### config.mk
export PLATFORM = sky130hd
export DESIGN_NAME = lieat_exu_vpu_vcfg_sched
export DESIGN_NICKNAME = d
export VERILOG_FILES = /design/src/rtl/lieat_exu_vpu_vcfg_sched_pkg.sv /design/src/rtl/lieat_exu_vpu_vcfg_cnt.sv /design/src/rtl/lieat_exu_vpu_vcfg_sched.sv
export SDC_FILE = /design/constraint.sdc
export NUM_CORES = 1
export LEC_CHECK = 0
export CORE_MARGIN = 10
export CORE_UTILIZATION = 41
export DETAILED_ROUTE_END_ITERATION = 7
export GPL_ROUTABILITY_DRIVEN = 0
export PLACE_DENSITY = 0.89
export SYNTH_ARGS = -nofsm -noshare
export SYNTH_HDL_FRONTEND = slang
export SYNTH_SLANG_ARGS = --single-unit
### constraint.sdc
create_clock -name clock -period 1.9 [get_ports clock]
set_input_delay 0.38 -clock clock [delete_from_list [all_inputs] [get_ports clock]]
set_output_delay 0.38 -clock clock [all_outputs]
set_load 0.01 [all_outputs]
### src/rtl/lieat_exu_vpu_vcfg_sched_pkg.sv
// Shared types and constants for the VPU vl/vtype configuration sequencer.
package lieat_exu_vpu_vcfg_sched_pkg;

    localparam int XLEN        = 32;
    localparam int VL_W        = 5;
    localparam int VEC_MAX_DEF = 4;
    localparam int CNT_W_DEF   = 3;

    // Sequencer state encoding (2-bit)
    typedef enum logic [1:0] {
        ST_IDLE  = 2'b00,
        ST_VEC   = 2'b01,
        ST_DRAIN = 2'b10,
        ST_VSET  = 2'b11
    } vcfg_state_e;

endpackage

### src/rtl/lieat_exu_vpu_vcfg_cnt.sv
// Saturating up/down counter of vector ops in flight (issued, not yet retired).
module lieat_exu_vpu_vcfg_cnt #(
    parameter int MAX = 4,
    parameter int W   = 3
) (
    input  logic         clock,
    input  logic         reset,
    input  logic         inc,
    input  logic         dec,
    input  logic         clr,
    output logic [W-1:0] cnt,
    output logic         full,
    output logic         empty
);

    logic [W-1:0] cnt_q;
    logic [W-1:0] cnt_d;
    logic         inc_s;
    logic         dec_s;

    assign full  = (cnt_q == W'(MAX));
    assign empty = (cnt_q == {W{1'b0}});
    assign cnt   = cnt_q;

    // A retire with nothing in flight is dropped; an issue when full cannot happen.
    assign inc_s = inc & ~full;
    assign dec_s = dec & ~empty;

    // Next count: clear dominates, simultaneous issue and retire cancel out.
    always_comb begin
        cnt_d = cnt_q;
        if (clr) begin
            cnt_d = {W{1'b0}};
        end else begin
            case ({inc_s, dec_s})
                2'b10:   cnt_d = cnt_q + W'(1);
                2'b01:   cnt_d = cnt_q - W'(1);
                default: cnt_d = cnt_q;
            endcase
        end
    end

    // Counter register.
    always_ff @(posedge clock or negedge reset) begin
        if (!reset) begin
            cnt_q <= {W{1'b0}};
        end else begin
            cnt_q <= cnt_d;
        end
    end

endmodule

### src/rtl/lieat_exu_vpu_vcfg_sched.sv
// Sequencer between VPU dispatch and the vset unit / vector datapath. Holds the
// architectural vl/vtype and keeps vector ops from issuing under a stale config.
module lieat_exu_vpu_vcfg_sched
    import lieat_exu_vpu_vcfg_sched_pkg::*;
#(
    parameter int VEC_MAX = VEC_MAX_DEF,
    parameter int CNT_W   = CNT_W_DEF
) (
    input  logic            clock,
    input  logic            reset,
    input  logic            flush_req,
    input  logic            disp_i_valid,
    output logic            disp_i_ready,
    input  logic            disp_i_is_vset,
    output logic            vset_o_valid,
    input  logic            vset_o_ready,
    output logic            vec_o_valid,
    input  logic            vec_o_ready,
    input  logic            vec_done,
    input  logic            wb_vcfg_wen,
    input  logic [VL_W-1:0] wb_vl_wdata,
    input  logic [XLEN-1:0] wb_vtype_wdata,
    output logic [VL_W-1:0] vl_rdata,
    output logic [XLEN-1:0] vtype_rdata,
    output logic            busy
);

    vcfg_state_e     state_q;
    vcfg_state_e     state_d;
    logic [VL_W-1:0] vl_q;
    logic [VL_W-1:0] vl_d;
    logic [XLEN-1:0] vtype_q;
    logic [XLEN-1:0] vtype_d;

    logic             vset_offer_s;
    logic             vec_offer_s;
    logic             vset_valid_s;
    logic             vec_valid_s;
    logic             vec_fire_s;
    logic             vset_fire_s;
    logic             cfg_wen_s;
    logic [CNT_W-1:0] cnt_s;
    logic             cnt_full_s;
    logic             cnt_empty_s;

    assign vset_offer_s = disp_i_valid & disp_i_is_vset;
    assign vec_offer_s  = disp_i_valid & ~disp_i_is_vset;
    assign vset_fire_s  = vset_valid_s & vset_o_ready;
    assign vec_fire_s   = vec_valid_s & vec_o_ready;

    lieat_exu_vpu_vcfg_cnt #(
        .MAX (VEC_MAX),
        .W   (CNT_W)
    ) u_cnt (
        .clock (clock),
        .reset (reset),
        .inc   (vec_fire_s),
        .dec   (vec_done),
        .clr   (flush_req),
        .cnt   (cnt_s),
        .full  (cnt_full_s),
        .empty (cnt_empty_s)
    );

    // Next-state and issue gating; flush or reset kills any issue this cycle.
    always_comb begin
        state_d      = state_q;
        vset_valid_s = 1'b0;
        vec_valid_s  = 1'b0;
        cfg_wen_s    = 1'b0;
        if (flush_req || !reset) begin
            state_d = ST_IDLE;
        end else begin
            case (state_q)
                ST_IDLE: begin
                    if (vset_offer_s) begin
                        vset_valid_s = 1'b1;
                        state_d      = vset_o_ready ? ST_VSET : ST_IDLE;
                    end else if (vec_offer_s && !cnt_full_s) begin
                        vec_valid_s = 1'b1;
                        state_d     = vec_o_ready ? ST_VEC : ST_IDLE;
                    end else begin
                        state_d = ST_IDLE;
                    end
                end
                ST_VEC: begin
                    if (vset_offer_s) begin
                        // The vset must wait until every older vector op retires.
                        state_d = ST_DRAIN;
                    end else begin
                        vec_valid_s = vec_offer_s & ~cnt_full_s;
                        if (cnt_empty_s || ((cnt_s == CNT_W'(1)) && vec_done && !(vec_valid_s && vec_o_ready))) begin
                            state_d = ST_IDLE;
                        end else begin
                            state_d = ST_VEC;
                        end
                    end
                end
                ST_DRAIN: begin
                    if (vset_offer_s && cnt_empty_s) begin
                        vset_valid_s = 1'b1;
                        state_d      = vset_o_ready ? ST_VSET : ST_DRAIN;
                    end else begin
                        state_d = ST_DRAIN;
                    end
                end
                ST_VSET: begin
                    if (wb_vcfg_wen) begin
                        cfg_wen_s = 1'b1;
                        state_d   = ST_IDLE;
                    end else begin
                        state_d = ST_VSET;
                    end
                end
                default: begin
                    state_d = ST_IDLE;
                end
            endcase
        end
    end

    // New vl/vtype is taken only from a writeback that lands while waiting in VSET.
    always_comb begin
        if (cfg_wen_s) begin
            vl_d    = wb_vl_wdata;
            vtype_d = wb_vtype_wdata;
        end else begin
            vl_d    = vl_q;
            vtype_d = vtype_q;
        end
    end

    // State and vl/vtype registers.
    always_ff @(posedge clock or negedge reset) begin
        if (!reset) begin
            state_q <= ST_IDLE;
            vl_q    <= {VL_W{1'b0}};
            vtype_q <= {XLEN{1'b0}};
        end else begin
            state_q <= state_d;
            vl_q    <= vl_d;
            vtype_q <= vtype_d;
        end
    end

    assign vset_o_valid = vset_valid_s;
    assign vec_o_valid  = vec_valid_s;
    assign disp_i_ready = vset_fire_s | vec_fire_s;
    assign vl_rdata     = vl_q;
    assign vtype_rdata  = vtype_q;
    assign busy         = (state_q != ST_IDLE) | ~cnt_empty_s;

endmodule

==> flow_summary.toml <==
[cells_and_area]
final_nets = 300
syn_to_final_growth_pct = 63.7
fillers = 350
drive_above_1_share = 0.339
diodes = 0
final_core_util = 0.702
stdcell_area_um2 = 3100

[setup_path]
cp.arrival_ns = 1.58
endpoint_kind = "output pin"
crit_chain = "inv_2 > ha_4 > nand2b_4 > a2111oi_4 > a21o_1 > buf_2"
path_delay_family = "compound AO/OA/AOI/OAI gates"
cpMaxStageDelayCell = "dfrtp_1"
critPathLaunchType = "register"
critical_path.max_fanout = 3
critPathRequiredTime_ns = 1.52
slowest_delay_ns = 0.39
crit_start = "u_cnt.cnt[1]$_DFFE_PN0P_"
cp_num_buf_inv = 2
crit_type = "reg -> out"
r2r-start = "state_q[1]$_DFF_PN0_"

[power_and_ir_drop]
power_leakage_nw = 1.44
power_mw = 2.04
power.switching_mw = 0.530
pwr-share-comb = 0.270
internal_power_mw = 1.51
power_frac_seq = 0.460
sw_frac_of_total = 0.259
vdd.ir_drop.worst_uv = 495
cellPowerDensity_nw_per_um2 = 660
pwr-share-clk = 0.271

[global_route]
grt_max_degree = 40
grt_remaining_overflow = 0
track_usage = 0.126
grt_pass1_wl_um = 7720
antenna_found_initial = 0
grt_pass1_vias = 1627

[drt]
drc = 0
drt_iter0_drc = 24
wire_per_inst_um = 16.8
final_antenna_net_count = 0
drt_first_pass_iters = 4
vias = 1508
wl_um = 5100
vias_per_cell = 4.98

[timing]
holdWs_ns = 0.0705
setup_viol = 1
min_period_ns = 1.96
fin_skew_ns = 0.0106
setup_slack_ns = -0.0627
worst_slew_pin_slew_ns = 0.469
finalSetupTns_ns = -0.0627
timing.fmax_ghz = 0.509
rsz0062_at_grt = "yes"
maxSlewViolCount = 0
hold_violations = 0
slew_headroom = 0.687
fin_crit_sh = 1.03

[clock_network]
cts_num_sinks = 42
cts_tree = "done"
cts_inserted_buffers = 5
clk_pin_slew_worst_paths_ns = 0.07
cts.path.max_buffers = 2
htree_levels = 2
clock-root-buffer = "clkbuf_8"
clkLatencyLatePin_ns = 0.29
ctsHoldBuffers = 0

[run_status]
violations = "setup timing"
status = "finished with violations"

[logic_synthesis]
synth.distinct_cells = 30
syn_inst = 139
syn-cell-area_um2 = 1890
synth-warning-count = 0
seq_area_frac_synth = 0.556
syn_avg_cell_area_um2 = 13.6
synthTopCellsByArea = "dfrtp_1 56%, mux2_2 22%, ha_1 2.6%, buf_6 2.4%, nor2_1 1.2%"
synth_nets = 189
synth_top_cell_area_share = 0.556
synth_seq_cells = 42
synth_top_area_cell = "dfrtp_1"

[floorplan]
initial_core_util = 0.429
die_h_um = 87.9
die_area_um2 = 7730
fp-row-count = 24
die_w_um = 87.9
core_um2 = 4410
io_pins = 87

[placement]
numPortBuffers = 86
dpl.hpwl_um = 4120
dpl_cell_area_um2 = 2960

[min_path]
hp-class = "in -> async"

[flow_run]
drv_cap = 0
final timing paths:
kind | end | slack [ns] | cells past startpoint
setup / recovery | disp_i_ready | -0.06 | 6
hold / removal | state_q[0]$_DFF_PN0_ | 0.07 | 2
setup reg to reg | u_cnt.cnt[2]$_DFFE_PN0P_ | 0.12 | 5
hold reg to reg | vtype_rdata[27]$_DFFE_PN0P_ | 0.51 | 1
max in group asynchronous | vtype_rdata[12]$_DFFE_PN0P_ | 1.33 | 2
min in group clock | vtype_rdata[27]$_DFFE_PN0P_ | 0.51 | 1
cells by family after synthesis:
| kind of cell | share of synthesized area |
|---|---|
| buffers and inverters | 0.0377 |
| and+or+nand+nor | 0.0847 |
| muxes | 0.245 |
| xor gates and xnor gates | 0.00463 |
| adders and majority gates | 0.0265 |
| AOI/OAI and AO/OA | 0.0463 |
| DFF | 0.556 |
placed cells by master (no fill, tap or decap), types with 3 or more instances in the layout:
cell and n:
clkdlybuf4s50_1 77, dfrtp_1 41, mux2_2 37, buf_4 21
nor2_1 6, clkbuf_8 5, nand3_1 4, dlygate4sd2_1 4
buf_2 4, nand2_1 3, o21ai_0 3, inv_1 3
nor3_1 3, ha_1 3
sequential cells by signal (all words and copies together), names as in the netlist:
name         cells
vl_rdata         5
u_cnt.cnt        3
vtype_rdata     32
state_q          2
routing by layer:
metal  share of wire  track usage  vias to the layer above
li1                -            -                      717
met5               0            0                        -
met3            0.12       0.0641                        2
met1            0.37        0.133                      730
met4          0.0022       0.0261                        0
met2            0.51        0.219                       59
stage by stage:
| step | cells | setup WS, ns |
|---|---|---|
| 3_5_place_dp | 292 | -0.556 |
| 2_1_floorplan | 139 | 0.0499 |
| 4_1_cts | 303 | -0.0855 |
| 6_report | 303 | -0.0627 |
| 3_3_place_gp | 292 | -0.456 |
| 5_1_grt | 303 | -0.161 |
cells in the mapped netlist:
master / instances
dfrtp_1: 42
nand3_1: 4
nor2_2: 1
buf_4: 1
nand2_1: 4
mux2_4: 1
ha_1: 4
a311oi_1: 1
a2bb2oi_1: 1
a21boi_0: 1
and4b_1: 1
nand2b_1: 3
mux2i_1: 2
a2111oi_0: 1
buf_6: 4
nand3b_1: 2
nor2b_1: 3
mux2_2: 37
o2bb2ai_1: 1
nor3_1: 3
inv_1: 5
a221oi_1: 1
mux2_1: 1
nor4bb_1: 1
xnor2_1: 1
o22ai_1: 1
a21o_1: 2
nor2_1: 6
nand4b_1: 1
o21ai_0: 3
area by class of cell:
class / count / area [µm²] / area share
multi-input combinational: 87 / 841 / 0.272
sequential: 42 / 1050 / 0.340
inverter: 5 / 18.8 / 0.00606
timing repair buffer: 109 / 1030 / 0.334
tap: 52 / 65.1 / 0.0210
clock inverter: 2 / 13.8 / 0.00444
clock buffer: 6 / 72.6 / 0.0234
power groups by stage:
stage | logic [mW] | clock network [mW] | registers [mW]
after CTS | 0.521 | 0.574 | 0.939
after detailed placement | 0.477 | 0 | 0.954
after global routing | 0.599 | 0.606 | 0.942
after floorplan | 0.175 | 0 | 0.965
after global placement | 0.465 | 0 | 0.953
final | 0.551 | 0.553 | 0.939
what timing repair did:
action | CTS | global route
setup endpoints to repair | 5 | 6
gates resized for setup | 25 | 6
pin swaps | 5 | 2
buffers inserted | 3 | 1
(Power assumes the default switching activity.)
